## src/rtl/pacman_motion.sv

```systemverilog
// Per-frame Pac-Man sprite mover: latches the wanted direction from the keycode,
// resolves walls through a req/ack tile query, then steps the sprite. Option: PACMAN_TUNNEL_EN.
module pacman_motion #(
  parameter int          TILE_LOG2 = 3,
  parameter int          MAZE_W    = 28,
  parameter int          MAZE_H    = 31,
  parameter logic [9:0]  START_X   = 10'd104,
  parameter logic [9:0]  START_Y   = 10'd184,
  parameter int          STEP      = 1
) (
  input  logic       clk,
  input  logic       reset,
  input  logic       vs,
  input  logic [7:0] keycode,
  output logic       wall_req,
  output logic [5:0] wall_tile_x,
  output logic [5:0] wall_tile_y,
  input  logic       wall_ack,
  input  logic       wall_is_wall,
  output logic [9:0] pos_x,
  output logic [9:0] pos_y,
  output logic [1:0] dir,
  output logic       moving
);

  localparam logic [5:0] LAST_TX = 6'(MAZE_W - 1);
  localparam logic [5:0] LAST_TY = 6'(MAZE_H - 1);
  localparam logic [9:0] MAX_X   = 10'((MAZE_W - 1) << TILE_LOG2);
  localparam logic [9:0] MAX_Y   = 10'((MAZE_H - 1) << TILE_LOG2);
  localparam logic [9:0] STEP_V  = 10'(STEP);

  typedef enum logic [2:0] {IDLE, DECIDE, Q_WANT, Q_CUR, MOVE} state_t;

  state_t      state, state_nxt;
  logic        vs_d, tick;
  logic [1:0]  want, key_dir, query_dir, dir_val, issue_dir;
  logic        want_valid, key_hit;
  logic        aligned;
  logic [5:0]  cur_tx, cur_ty;
  logic [12:0] tgt_want, tgt_cur;
  logic [11:0] issue_tile;
  logic        issue, drop_req, dir_load, stop, step_en;
  logic        move_blk;
  logic [9:0]  next_x, next_y;

  // Neighbour tile {blocked, x, y}; blocked means an edge that never needs a query.
  function automatic logic [12:0] target(input logic [1:0] d, input logic [5:0] tx,
                                         input logic [5:0] ty);
    logic       blk;
    logic [5:0] nx, ny;
    blk = 1'b0;
    nx  = tx;
    ny  = ty;
    case (d)
      2'b00: begin
        if (tx == LAST_TX) begin
`ifdef PACMAN_TUNNEL_EN
          nx = 6'd0;
`else
          blk = 1'b1;
`endif
        end else begin
          nx = tx + 6'd1;
        end
      end
      2'b01: begin
        if (ty == 6'd0) blk = 1'b1;
        else            ny = ty - 6'd1;
      end
      2'b10: begin
        if (tx == 6'd0) begin
`ifdef PACMAN_TUNNEL_EN
          nx = LAST_TX;
`else
          blk = 1'b1;
`endif
        end else begin
          nx = tx - 6'd1;
        end
      end
      default: begin
        if (ty == LAST_TY) blk = 1'b1;
        else               ny = ty + 6'd1;
      end
    endcase
    return {blk, nx, ny};
  endfunction

  assign tick     = vs_d & ~vs;
  assign aligned  = (pos_x[TILE_LOG2-1:0] == '0) && (pos_y[TILE_LOG2-1:0] == '0);
  assign cur_tx   = 6'(pos_x >> TILE_LOG2);
  assign cur_ty   = 6'(pos_y >> TILE_LOG2);
  assign tgt_want = target(want, cur_tx, cur_ty);
  assign tgt_cur  = target(dir, cur_tx, cur_ty);

  always_comb begin
    key_hit = 1'b1;
    key_dir = 2'b00;
    case (keycode)
      8'h07:   key_dir = 2'b00;
      8'h1A:   key_dir = 2'b01;
      8'h04:   key_dir = 2'b10;
      8'h16:   key_dir = 2'b11;
      default: key_hit = 1'b0;
    endcase
  end

  // One pixel step in dir; edges either wrap (tunnel) or block, checked before subtracting.
  always_comb begin
    move_blk = 1'b0;
    next_x   = pos_x;
    next_y   = pos_y;
    case (dir)
      2'b00: begin
        if (pos_x >= MAX_X) begin
`ifdef PACMAN_TUNNEL_EN
          next_x = 10'd0;
`else
          move_blk = 1'b1;
`endif
        end else begin
          next_x = pos_x + STEP_V;
        end
      end
      2'b01: begin
        if (pos_y < STEP_V) move_blk = 1'b1;
        else                next_y   = pos_y - STEP_V;
      end
      2'b10: begin
        if (pos_x < STEP_V) begin
`ifdef PACMAN_TUNNEL_EN
          next_x = MAX_X;
`else
          move_blk = 1'b1;
`endif
        end else begin
          next_x = pos_x - STEP_V;
        end
      end
      default: begin
        if (pos_y >= MAX_Y) move_blk = 1'b1;
        else                next_y   = pos_y + STEP_V;
      end
    endcase
  end

  // Query handshake: wall_req rises in the cycle after a Q_* state issues the tile and
  // holds with a stable tile until wall_ack is sampled high; it drops the next cycle.
  // wall_is_wall is only looked at together with wall_ack; acks with wall_req low are ignored.
  always_comb begin
    state_nxt  = state;
    dir_load   = 1'b0;
    dir_val    = dir;
    issue      = 1'b0;
    issue_tile = tgt_cur[11:0];
    issue_dir  = dir;
    drop_req   = 1'b0;
    stop       = 1'b0;
    step_en    = 1'b0;
    case (state)
      IDLE: if (tick) state_nxt = DECIDE;
      DECIDE: begin
        if (want_valid && (want == (dir ^ 2'b10))) begin
          dir_load  = 1'b1;
          dir_val   = want;
          state_nxt = MOVE;
        end else if (aligned && want_valid && (want != dir)) begin
          state_nxt = Q_WANT;
        end else if (aligned) begin
          state_nxt = Q_CUR;
        end else begin
          state_nxt = MOVE;
        end
      end
      Q_WANT: begin
        if (!wall_req) begin
          if (tgt_want[12]) begin
            state_nxt = Q_CUR;
          end else begin
            issue      = 1'b1;
            issue_tile = tgt_want[11:0];
            issue_dir  = want;
          end
        end else if (wall_ack) begin
          drop_req = 1'b1;
          if (!wall_is_wall) begin
            dir_load  = 1'b1;
            dir_val   = query_dir;
            state_nxt = MOVE;
          end else begin
            state_nxt = Q_CUR;
          end
        end
      end
      Q_CUR: begin
        if (!wall_req) begin
          if (tgt_cur[12]) begin
            stop      = 1'b1;
            state_nxt = IDLE;
          end else begin
            issue = 1'b1;
          end
        end else if (wall_ack) begin
          drop_req = 1'b1;
          if (wall_is_wall) begin
            stop      = 1'b1;
            state_nxt = IDLE;
          end else begin
            state_nxt = MOVE;
          end
        end
      end
      MOVE: begin
        step_en   = 1'b1;
        state_nxt = IDLE;
      end
      default: state_nxt = IDLE;
    endcase
  end

  always_ff @(posedge clk) begin
    if (reset) state <= IDLE;
    else       state <= state_nxt;
  end

  always_ff @(posedge clk) begin
    if (reset) begin
      vs_d        <= 1'b0;
      want        <= 2'b00;
      want_valid  <= 1'b0;
      query_dir   <= 2'b00;
      pos_x       <= START_X;
      pos_y       <= START_Y;
      dir         <= 2'b10;
      moving      <= 1'b0;
      wall_req    <= 1'b0;
      wall_tile_x <= 6'd0;
      wall_tile_y <= 6'd0;
    end else begin
      vs_d <= vs;
      if (key_hit) begin
        want       <= key_dir;
        want_valid <= 1'b1;
      end
      if (issue) begin
        wall_req    <= 1'b1;
        wall_tile_x <= issue_tile[11:6];
        wall_tile_y <= issue_tile[5:0];
        query_dir   <= issue_dir;
      end else if (drop_req) begin
        wall_req <= 1'b0;
      end
      if (dir_load) dir <= dir_val;
      if (stop) moving <= 1'b0;
      if (step_en) begin
        if (move_blk) begin
          moving <= 1'b0;
        end else begin
          pos_x  <= next_x;
          pos_y  <= next_y;
          moving <= 1'b1;
        end
      end
    end
  end

endmodule

```

## config.mk

```make
export PLATFORM = sky130hd
export DESIGN_NAME = pacman_motion
export DESIGN_NICKNAME = d
export VERILOG_FILES = /design/src/rtl/pacman_motion.sv
export SDC_FILE = /design/constraint.sdc
export NUM_CORES = 1
export LEC_CHECK = 0
export BUFFER_PORTS_ARGS = -buffer_cell sky130_fd_sc_hd__buf_2
export CAP_MARGIN = 20
export CORE_AREA = 2 2 88 90
export CTS_BUF_LIST = sky130_fd_sc_hd__clkbuf_4 sky130_fd_sc_hd__clkbuf_8
export DETAILED_ROUTE_END_ITERATION = 10
export DIE_AREA = 0 0 90 92
export GPL_ROUTABILITY_DRIVEN = 0
export HOLD_SLACK_MARGIN = 0.03
export PLACE_DENSITY_LB_ADDON = 0.25
export SYNTH_ARGS = -nofsm -noshare
export SYNTH_HDL_FRONTEND = slang
export SYNTH_SLANG_ARGS = --single-unit
```

## constraint.sdc

```tcl
create_clock -name clk -period 3.52 [get_ports clk]
set_input_delay 0.704 -clock clk [delete_from_list [all_inputs] [get_ports clk]]
set_output_delay 0.704 -clock clk [all_outputs]
set_load 0.005 [all_outputs]
```

Word-level counts from Yosys, hierarchy flattened
Index checks and enable logic that the tools add are counted.
Word-level totals
  bits in latches: 0
  output and inout port bits: 36
  RAM bits: 0
  word-level logic and storage cells: 156
  bits of input ports: 13
  ROM bits: 0
  memories kept: 0
  bits in registers: 45
Cells by class
  $add $sub $neg: 8
  shift operators: 0
  multipliers: 0
  magnitude comparators: 4
  bitwise logic cells: 5
  reduce and logical (&&, ||, !) cells: 23
  equal/unequal tests: 29
  div/mod/pow operators: 0
  multiplexer cells: 75
Operators by type and width (number)
  one-hot mux 6 bit (2 select lines): 4
  2-to-1 mux 10 bit: 4
  one-hot mux 10 bit (2 select lines): 2
  2-to-1 mux 12 bit: 3
  2-to-1 mux 3 bit: 12
  2-to-1 mux 1 bit: 31
  2-to-1 mux 6 bit: 4
  adder 10 x 1 -> 10 bit (second input constant): 2
  greater-or-equal comparator 10 x 8 -> 1 bit (second input constant): 2
  less-than comparator 10 x 1 -> 1 bit (second input constant): 2
  subtractor 10 x 1 -> 10 bit (second input constant): 2
  == test 8 x 3 -> 1 bit (second input constant): 2
  == test 8 x 5 -> 1 bit (second input constant): 2
  inequality test 2 bit (second input constant): 8
  AND reduction 5 bit: 3
  2-to-1 mux 2 bit: 7
  adder 6 x 1 -> 6 bit (second input constant): 2
  == test 6 x 5 -> 1 bit (second input constant): 2
  zero test 6 bit: 2
  inequality test 3 bit (second input constant): 4
  one-hot mux 3 bit (4 select lines): 1
  subtractor 6 x 1 -> 6 bit (second input constant): 2
  zero test 3 bit: 3
  one-hot mux 1 bit (3 select lines): 3
  19 further kinds: 35

Depth between registers and ports, before layout
Gate-level depths: netlist of the first run.
  word-level depth: 8
  depth in mapped cells: 11

Worst setup path before layout of the first run
No wires, ideal clock.
  path kind: register to register
  from: reg pos_y[3]
  to: reg state[0]
  path buffers: 1
  arrival: 2.395 ns
  slack: 1.004 ns
  library setup time: 0.121 ns
  stages on the path, launching flop included: 10
  path through: dfxtp_1 buf_2 inv_1 ha_1 nor3b_2 nand2_1 o211ai_2 nand2_4 or4_4 mux2_4
On the way
  word-level cells in the longest chain between the ends: 5
RTL lines
  start, declared: line 21  | output logic [9:0] pos_y,
  start signal, assigned: line 260  | pos_y <= next_y;
  == test 6 x 5 -> 1 bit / zero test 6 bit (equally long branches): line 82, 67
  2-to-1 mux 1 bit, on equally long branches: line 82, 67
  one-hot mux 1 bit (3 select lines): line 54  | case (d)
  inequality test 3 bit (no source line)
  AND reduction 5 bit (no source line) (*)
  end signal, assigned: line 223  | else state <= state_nxt;
  end, declared: line 34  | state_t state, state_nxt;
Every way passes the cells marked *; elsewhere a longest branch is shown, timed or not.
A chain may end at the register's enable or synchronous reset.

Worst setup path in the final report of the first run
  from: reg pos_x[3]
  to: reg state[0]
On the way
  word-level cells in the longest chain between the ends: 5
RTL lines
  start, declared: line 20  | output logic [9:0] pos_x,
  start signal, assigned: line 259  | pos_x <= next_x;
  == test 6 x 5 -> 1 bit / zero test 6 bit (equally long branches): line 56, 71
  2-to-1 mux 1 bit, on equally long branches: line 56, 71
  one-hot mux 1 bit (3 select lines): line 54
  inequality test 3 bit (no source line)
  AND reduction 5 bit (no source line) (*)
Marks and branches as above.

==> flow_summary_export.csv, run 1 <==
group,metric,value,unit
floorplanning,die_y,92,um
power,ir_drop,0.192,mV
routing,wl,11400,um
timing,maxSlewHeadroom,48.2,%
status,run_status,"completed",
clocking,cts_resized,0,
clocking,hold_buffers,0,
floorplanning,die_width,90,um
synth,async_flop_share,0,%
clocking,clk_pin_slew,90,ps
setup_path,slowest_stage,"or4_4",
timing,min_period,3000,ps
timing,holdWs,471,ps
synth,netlist_area,3870,um2
clocking,clk_path_buf_depth,2,
global_routing,antenna_found_initial,0,
global_routing,grt_pass1_vias,3782,
final_layout,final_util,56.7,%
setup_path,ff2ff_setup_slack,520,ps
floorplanning,ios,49,
synth,synth_enable_flop_cells,0,
clocking,htreeDepth,2,
setup_path,path_class,"reg -> reg",
clocking,cts_sinks,45,
final_layout,fin_area,4220,um2
synth,syn-num-nets,557,
synth,synth_top_family_by_area,"simple AND/OR/NAND/NOR gates",
setup_path,path_max_fanout,14,
final_layout,area_growth,9.19,%
synth,synth-compound-area-share,29.4,%
setup_path,r2r_end,"state[0]",
floorplanning,core.rowCount,32,
clocking,cts_tree,"done",
routing,via_per_inst,6.42,
synth,syn_avg_cell_area,7.28,um2
global_routing,gr-total-overflow,0,
routing,wl_per_cell,17.3,um
clocking,cts_buffers,5,
synth,synthCells,531,
setup_path,cp.arrival,3210,ps
floorplanning,core,7450,um2
place,post_dp_cell_area,4100,um2
synth,synth-seq-cells,45,
global_routing,grt_usage,27.9,%
setup_path,cp-start-kind,"register",
synth,yosysMostFrequentCell,"nor2_1",
power,power_density,345,nW/um2
routing,ant_nets,0,
final_layout,instances_no_fill,655,
setup_path,r2r_cells,7,
place,portBuffers,48,
clocking,clockRootBuffer,"clkbuf_8",
synth,synth_common_cells,"nor2_1, dfxtp_1, nand2_1, a21oi_1, o21ai_0",
routing,drtIter0Drc,578,
synth,synth-adder-area-share,4.21,%
synth,synth_area_leaders,"dfxtp_1, nor2_1, a21oi_1",
setup_path,r2r_start,"pos_x[3]",
setup_path,path_buf_inv,0,
place,hpwl,8080,um
timing,setup-tns-final,0,ps
timing,report.final.setup_viol,0,
setup_path,end_kind,"register",
synth,ys_warn_count,0,
setup_path,path_cells,"ha_1 > nand3_1 > or4_1 > o2111ai_1 > nand2_2 > or4_4 > mux2_4",
hold_path,hp-start,"wall_tile_x[2]",
clocking,postCtsSetupBuffers,0,
final_layout,drive_above_1_share,15.7,%
timing,rsz0062_at_grt,"false",
hold_path,hold_path.class,"reg -> reg",
routing,drt-pass1-iter-count,6,
synth,synthSimpleGateAreaFrac,30.4,%
setup_path,slowest_delay,610,ps
final_layout,nNetsFinal,578,
run,drv_cap,0,
timing,final_hold_viol_count,0,
global_routing,grt_pass1_wl,19100,um
timing,report.final.slew_viol_count,0,
hold_path,hold-path-endpoint,"wall_tile_x[2]",
power,total_power,1.46,mW
synth,ys.flop_type,"dfxtp_1",
timing,worst_pin_slew,776,ps
synth,synthXorXnorAreaFrac,3.40,%
setup_path,required,3730,ps
synth,yosysTopAreaCellShare,23.3,%
global_routing,grt_max_degree,35,
synth,ys_seq_area_share,23.3,%
clocking,worstSkewPairLatency,310,ps
place,dp_slack,572,ps
timing,timing.final.ws_setup,518,ps
setup_path,cp-startpoint,"pos_x[3]",
timing,finalCritPeriodShare,85.3,%
setup_path,path_delay_family,"simple AND/OR/NAND/NOR gates",
hold_path,min_path_cells,2,
synth,ys_types,78,
timing,fin_skew,5.12,ps
floorplanning,start_util,51.9,%
routing,vias,4205,
power,leakagePower,1.57,nW
timing,max_freq,0.333,GHz
synth,muxShareOfSynthArea,2.07,%
synth,yosysTopAreaCell,"dfxtp_1",
routing,drc,0,
floorplanning,dieArea,8280,um2
final_layout,antenna_cells,0,
place,dp_cells,647,
==> cell usage in the layout (no fill, tap or decap), types with 4 or more instances in the layout <==
cell	Yosys	layout
a2111oi_0	4	4
a211oi_1	9	9
a21oi_1	36	36
a311oi_1	4	4
a31oi_1	14	14
and2_1	7	7
and3_1	7	7
buf_2	7	48
buf_4	3	10
clkbuf_8	0	6
dfxtp_1	45	45
ha_1	13	13
inv_1	19	19
nand2_1	37	37
nand2b_1	9	9
nand3_1	21	21
nand4_1	11	11
nor2_1	59	59
nor2b_1	7	7
nor3_1	21	21
nor4_1	4	4
o211ai_1	6	6
o21ai_0	36	36
o21ai_1	4	4
o31ai_1	6	6
o32ai_1	6	6
or3_1	6	6
xnor2_1	8	8
xor2_1	7	7
==> metal layers <==
| metal | up-vias | share of wire (%) | track usage (%) |
|---|---|---|---|
| li1 | 2017 | - | - |
| met1 | 1936 | 45 | 40.2 |
| met2 | 234 | 45 | 42.9 |
| met3 | 18 | 8.6 | 4.85 |
| met4 | 0 | 1.3 | 7.82 |
| met5 | - | 0 | 0 |
==> state kept, by name, indices dropped and copies added (netlist names), 2 cells and up <==
signal       cells
pos_y           10
dir              2
state            3
pos_x           10
wall_tile_x      6
query_dir        2
want             2
wall_tile_y      6
==> area by class of cell <==
type / count / area [um2]
clock buffers: 7 / 90.1
clock inverters: 1 / 30.0
fillers: 728 / 3230
inverters: 19 / 71.3
multi-input cells: 423 / 2690
flip-flops and latches: 45 / 901
well taps: 102 / 128
repair buffers: 58 / 315
==> worst min-delay path, delay by kind of cell, from the launching register on <==
kind,cells,cell delay (ps)
simple gates,1,50
compound gates,1,70
flops,1,320
==> logic make-up after synthesis <==
family,count (synthesis)
flip-flops,45
multiplexers,6
adder cells (fa/ha/maj),13
AND/OR/NAND/NOR,220
XOR/XNOR,15
buffers and inverters,63
AO/OA/AOI/OAI,169
==> how the worst max path moves through the flow <==
stage	endpoint	slack [ps]	depth (start not counted)
floorplan	state[0]	1000	9
global placement	state[0]	660	7
detailed placement	state[0]	570	7
CTS	state[0]	550	7
global route	state[0]	360	8
finish	state[0]	520	7
==> power breakdown <==
part | leakage [nW] | switching, mW | internal, mW
Combinational | 1.14 | 0.217 | 0.172
Clock | 0.0619 | 0.192 | 0.240
Sequential | 0.365 | 0.0618 | 0.575
Total | 1.57 | 0.471 | 0.987
(Power assumes the default switching activity.)
==> run 2, diff against run 1 <==
--- a/config.mk
+++ b/config.mk
@@ -7,10 +7,10 @@
 export LEC_CHECK = 0
 export BUFFER_PORTS_ARGS = -buffer_cell sky130_fd_sc_hd__buf_2
 export CAP_MARGIN = 20
-export CORE_AREA = 2 2 88 90
+export CORE_AREA = 2 2 106 67
 export CTS_BUF_LIST = sky130_fd_sc_hd__clkbuf_4 sky130_fd_sc_hd__clkbuf_8
 export DETAILED_ROUTE_END_ITERATION = 10
-export DIE_AREA = 0 0 90 92
+export DIE_AREA = 0 0 108 69
 export GPL_ROUTABILITY_DRIVEN = 0
 export HOLD_SLACK_MARGIN = 0.03
 export PLACE_DENSITY_LB_ADDON = 0.25
==> run 2 against run 1 <==
Compared with the run above:
- hold slack improved by 5.0 ps
- sequential power rose by 1%
- combinational power rose by 3%
- die area fell by 10%
- critical endpoint unchanged
==> flow_summary_export.csv, run 2 (synthesized netlist as in run 1, its figures left out) <==
group,metric,value,unit
final_layout,final_util,64.3,%
setup_path,required,3730,ps
timing,report.final.setup_viol,0,
hold_path,min_path_cells,2,
place,hpwl,8430,um
routing,wl,11900,um
setup_path,cp-startpoint,"pos_x[3]",
routing,via_per_inst,6.73,
clocking,cts_tree,"done",
clocking,clk_pin_slew,100,ps
setup_path,path_max_fanout,14,
routing,wl_per_cell,18.6,um
power,total_power,1.40,mW
global_routing,grt_usage,31.3,%
routing,drtIter0Drc,653,
global_routing,antenna_found_initial,0,
place,portBuffers,48,
clocking,postCtsSetupBuffers,0,
global_routing,grt_max_degree,37,
floorplanning,start_util,59.7,%
setup_path,crit_end,"state[0]",
setup_path,cp.arrival,3280,ps
floorplanning,core.rowCount,23,
routing,ant_nets,0,
clocking,cts_sinks,45,
final_layout,fin_area,4170,um2
clocking,worstSkewPairLatency,310,ps
routing,drt-pass1-iter-count,5,
timing,fin_skew,10.4,ps
floorplanning,die_width,108,um
setup_path,r2r_start,"pos_x[3]",
clocking,cts_buffers,5,
floorplanning,die_y,69,um
setup_path,cp-start-kind,"register",
setup_path,r2r_end,"state[0]",
timing,rsz0062_at_grt,"false",
floorplanning,ios,49,
timing,final_hold_viol_count,0,
timing,finalCritPeriodShare,87.2,%
final_layout,reg_top3,"pos_x (10), pos_y (10)",
setup_path,path_class,"reg -> reg",
final_layout,antenna_cells,0,
final_layout,nNetsFinal,577,
clocking,hold_buffers,0,
run,drv_cap,0,
final_layout,ff_latch_area,901,um2
floorplanning,dieArea,7450,um2
floorplanning,core,6470,um2
power,power_density,335,nW/um2
global_routing,grt_pass1_wl,18800,um
power,ir_drop,0.355,mV
status,run_status,"completed",
timing,report.final.slew_viol_count,0,
clocking,clk_path_buf_depth,2,
setup_path,end_kind,"register",
setup_path,r2r_cells,7,
clocking,htreeDepth,2,
place,dp_slack,555,ps
routing,vias,4300,
hold_path,hold_path.class,"reg -> reg",
clocking,clockRootBuffer,"clkbuf_8",
routing,drc,0,
clocking,cts_resized,0,
timing,max_freq,0.326,GHz
final_layout,area_growth,7.73,%
final_layout,fillers,567,
timing,setup-tns-final,0,ps
global_routing,grt_pass1_vias,3584,
global_routing,gr-total-overflow,0,
final_layout,final_common_cell,"nor2_1",
power,leakagePower,1.54,nW
place,post_dp_cell_area,4080,um2
setup_path,ff2ff_setup_slack,450,ps
timing,timing.final.ws_setup,452,ps
timing,maxSlewHeadroom,47.4,%
final_layout,final_cell_mix,"nor2_1, buf_2, dfxtp_1",
timing,min_period,3070,ps
final_layout,multi_input_area,2690,um2
final_layout,drive_above_1_share,15.6,%
timing,worst_pin_slew,769,ps
==> run 2: routing by layer <==
layer	GRT usage (%)	routed length (um)	up-vias	part of all wire, %
met5	0	0	-	0
met4	6.55	141	0	1.2
met3	9.37	1640	23	14
met2	39.9	4520	309	38
met1	50.3	5570	1957	47
li1	-	-	2011	-
==> run 2: cell type report <==
class	instances	share of cell area [%]
clock inverters	3	0.511
repair buffers	57	7.39
well taps	87	2.61
clock buffers	5	1.65
flip-flops and latches	45	21.6
inverters	19	1.71
multi-input cells	423	64.5
==> run 2: worst min-delay path by stage <==
stage                     endpoint  slack, ps           start
floorplan                   dir[0]        460    query_dir[0]
global placement    wall_tile_y[0]        460  wall_tile_y[0]
detailed placement  wall_tile_y[0]        460  wall_tile_y[0]
CTS                 wall_tile_y[0]        470  wall_tile_y[0]
global route        wall_tile_y[0]        500  wall_tile_y[0]
finish              wall_tile_y[0]        480  wall_tile_y[0]
==> run 2: per-stage QoR <==
stage	cells	hold WS [ps]
after floorplan	531	455
after global placement	631	456
after detailed placement	631	457
after CTS	639	472
after global routing	639	502
final	639	476
==> run 2: where the power goes <==
group | internal [mW] | switching, mW
Combinational | 0.173 | 0.228
Clock | 0.142 | 0.210
Sequential | 0.576 | 0.0693
Total | 0.890 | 0.507
==> run 2: worst max-delay path: stages, from the launching register on <==
cell and delay [ps]:
dfxtp_1 640, ha_1 400, nand3_1 130, or4_1 440
o2111ai_1 200, nand2_2 260, or4_4 600, mux2_4 310
==> run 3, diff against run 2 <==
--- a/config.mk
+++ b/config.mk
@@ -7,10 +7,9 @@
 export LEC_CHECK = 0
 export BUFFER_PORTS_ARGS = -buffer_cell sky130_fd_sc_hd__buf_2
 export CAP_MARGIN = 20
-export CORE_AREA = 2 2 106 67
-export CTS_BUF_LIST = sky130_fd_sc_hd__clkbuf_4 sky130_fd_sc_hd__clkbuf_8
+export CORE_AREA = 2 2 108 68
 export DETAILED_ROUTE_END_ITERATION = 10
-export DIE_AREA = 0 0 108 69
+export DIE_AREA = 0 0 110 70
 export GPL_ROUTABILITY_DRIVEN = 0
 export HOLD_SLACK_MARGIN = 0.03
 export PLACE_DENSITY_LB_ADDON = 0.25
==> run 3 against run 2 <==
Compared with the run above:
- clock-buffer cell count unchanged
- hold slack better by 14 ps
- critical path depth unchanged
- power down 0.16%
- non-clock buffer count up 1
- clock power about the same
- clock skew down 4.6 ps
- critical endpoint unchanged
==> flow_summary_export.csv, run 3 (synthesized netlist as in run 1, its figures left out) <==
group,metric,value,unit
status,run_status,"completed",
setup_path,r2r_end,"state[0]",
global_routing,grt_usage,31.0,%
timing,rsz0062_at_grt,"false",
floorplanning,dieArea,7700,um2
timing,maxSlewHeadroom,47.0,%
timing,final_hold_viol_count,0,
setup_path,path_class,"reg -> reg",
final_layout,final_util,60.8,%
setup_path,path_max_fanout,14,
global_routing,grt_pass1_wl,19000,um
hold_path,hp-start,"wall_tile_x[2]",
hold_path,hold_path.class,"reg -> reg",
global_routing,grt_pass1_vias,3733,
place,portBuffers,48,
floorplanning,die_width,110,um
place,hpwl,8430,um
timing,report.final.setup_viol,0,
timing,max_freq,0.331,GHz
power,power_density,334,nW/um2
setup_path,end_kind,"register",
floorplanning,die_y,70,um
clocking,htreeDepth,2,
final_layout,drive_above_1_share,15.7,%
final_layout,final_cell_mix,"nor2_1, buf_2, dfxtp_1",
routing,ant_nets,0,
timing,setup-tns-final,0,ps
final_layout,reg_top3,"pos_x (10), pos_y (10)",
global_routing,grt_max_degree,37,
timing,fin_skew,5.86,ps
setup_path,required,3740,ps
power,ir_drop,0.271,mV
setup_path,cp-start-kind,"register",
final_layout,area_growth,8.06,%
routing,drtIter0Drc,634,
clocking,worstSkewPairLatency,320,ps
setup_path,ff2ff_setup_slack,500,ps
hold_path,min_path_cells,2,
setup_path,path_buf_inv,0,
clocking,cts_tree,"done",
timing,worst_pin_slew,793,ps
global_routing,gr-total-overflow,0,
clocking,clk_pin_slew,100,ps
run,drv_cap,0,
final_layout,nNetsFinal,578,
global_routing,antenna_found_initial,0,
floorplanning,core,6880,um2
final_layout,final_common_cell,"nor2_1",
floorplanning,start_util,56.2,%
setup_path,cp.arrival,3240,ps
place,dp_cells,636,
clocking,postCtsSetupBuffers,0,
clocking,clk_path_buf_depth,2,
routing,via_per_inst,6.71,
floorplanning,core.rowCount,24,
final_layout,ff_latch_area,901,um2
hold_path,hold-path-endpoint,"wall_tile_x[2]",
clocking,hold_buffers,0,
final_layout,multi_input_area,2690,um2
routing,wl_per_cell,18.6,um
setup_path,slowest_stage,"dfxtp_1",
clocking,cts_sinks,45,
final_layout,fillers,645,
setup_path,slowest_delay,640,ps
routing,wl,12000,um
clocking,cts_resized,0,
setup_path,r2r_cells,7,
routing,vias,4321,
routing,drc,0,
power,leakagePower,1.55,nW
setup_path,path_delay_family,"simple AND/OR/NAND/NOR gates",
timing,finalCritPeriodShare,85.9,%
final_layout,instances_no_fill,644,
timing,report.final.slew_viol_count,0,
setup_path,path_cells,"ha_1 > nand3_1 > or4_1 > o2111ai_1 > nand2_2 > or4_4 > mux2_4",
final_layout,antenna_cells,0,
clocking,cts_buffers,5,
setup_path,r2r_start,"pos_x[3]",
clocking,clockRootBuffer,"clkbuf_8",
timing,min_period,3020,ps
floorplanning,ios,49,
routing,drt-pass1-iter-count,7,
==> run 3: cell count changes in the layout (fill, tap and decap cells not counted), sizes merged <==
cell | before | now
buf | 57 | 58
==> run 3: cell type report <==
cell class | count | share of cell area, %
multi-input cells | 423 | 64.3
clock buffers | 5 | 1.65
well taps | 91 | 2.73
clock inverters | 3 | 0.509
inverters | 19 | 1.71
repair buffers | 58 | 7.55
flip-flops and latches | 45 | 21.6
==> run 3: how the worst max path moves through the flow <==
stage | start | to | slack, ps | cells after the start
CTS | pos_x[3] | state[0] | 570 | 7
floorplan | pos_y[3] | state[0] | 1000 | 9
global placement | pos_x[3] | state[0] | 680 | 7
global route | pos_y[3] | wall_tile_x[1] | 340 | 8
finish | pos_x[3] | state[0] | 500 | 7
detailed placement | pos_x[3] | state[0] | 580 | 7
==> run 3: tightest hold or removal path, cell delays in order (launching register included) <==
cell	delay, ps
dfxtp_1	330
nand2_1	50
a31oi_1	70
==> run 3: metal layers <==
layer  up-vias  global-route usage, %  share of wire, %
met1      1994                   48.0                45
met2       291                   42.2                41
met3        19                   8.78                14
met4         0                   5.77              0.89
li1       2017                      -                 -
met5         -                   2.14                 0
==> run 3: metrics by stage <==
stage	instance area [um2]	hold slack [ps]	power [mW]	setup WS (ps)
2_1_floorplan	3870	455	0.918	1000
4_1_cts	4180	488	1.38	569
6_report	4180	490	1.39	497
3_5_place_dp	4090	466	1.04	581
3_3_place_gp	4090	474	1.03	677
5_1_grt	4180	514	1.46	343
==> run 3: report_power, final <==
part           leakage, nW  switching, mW  total (mW)  internal (mW)
logic                 1.14          0.224       0.397          0.173
clock network       0.0445          0.213       0.354          0.142
registers            0.365         0.0678       0.643          0.576
total                 1.55          0.505        1.39          0.890
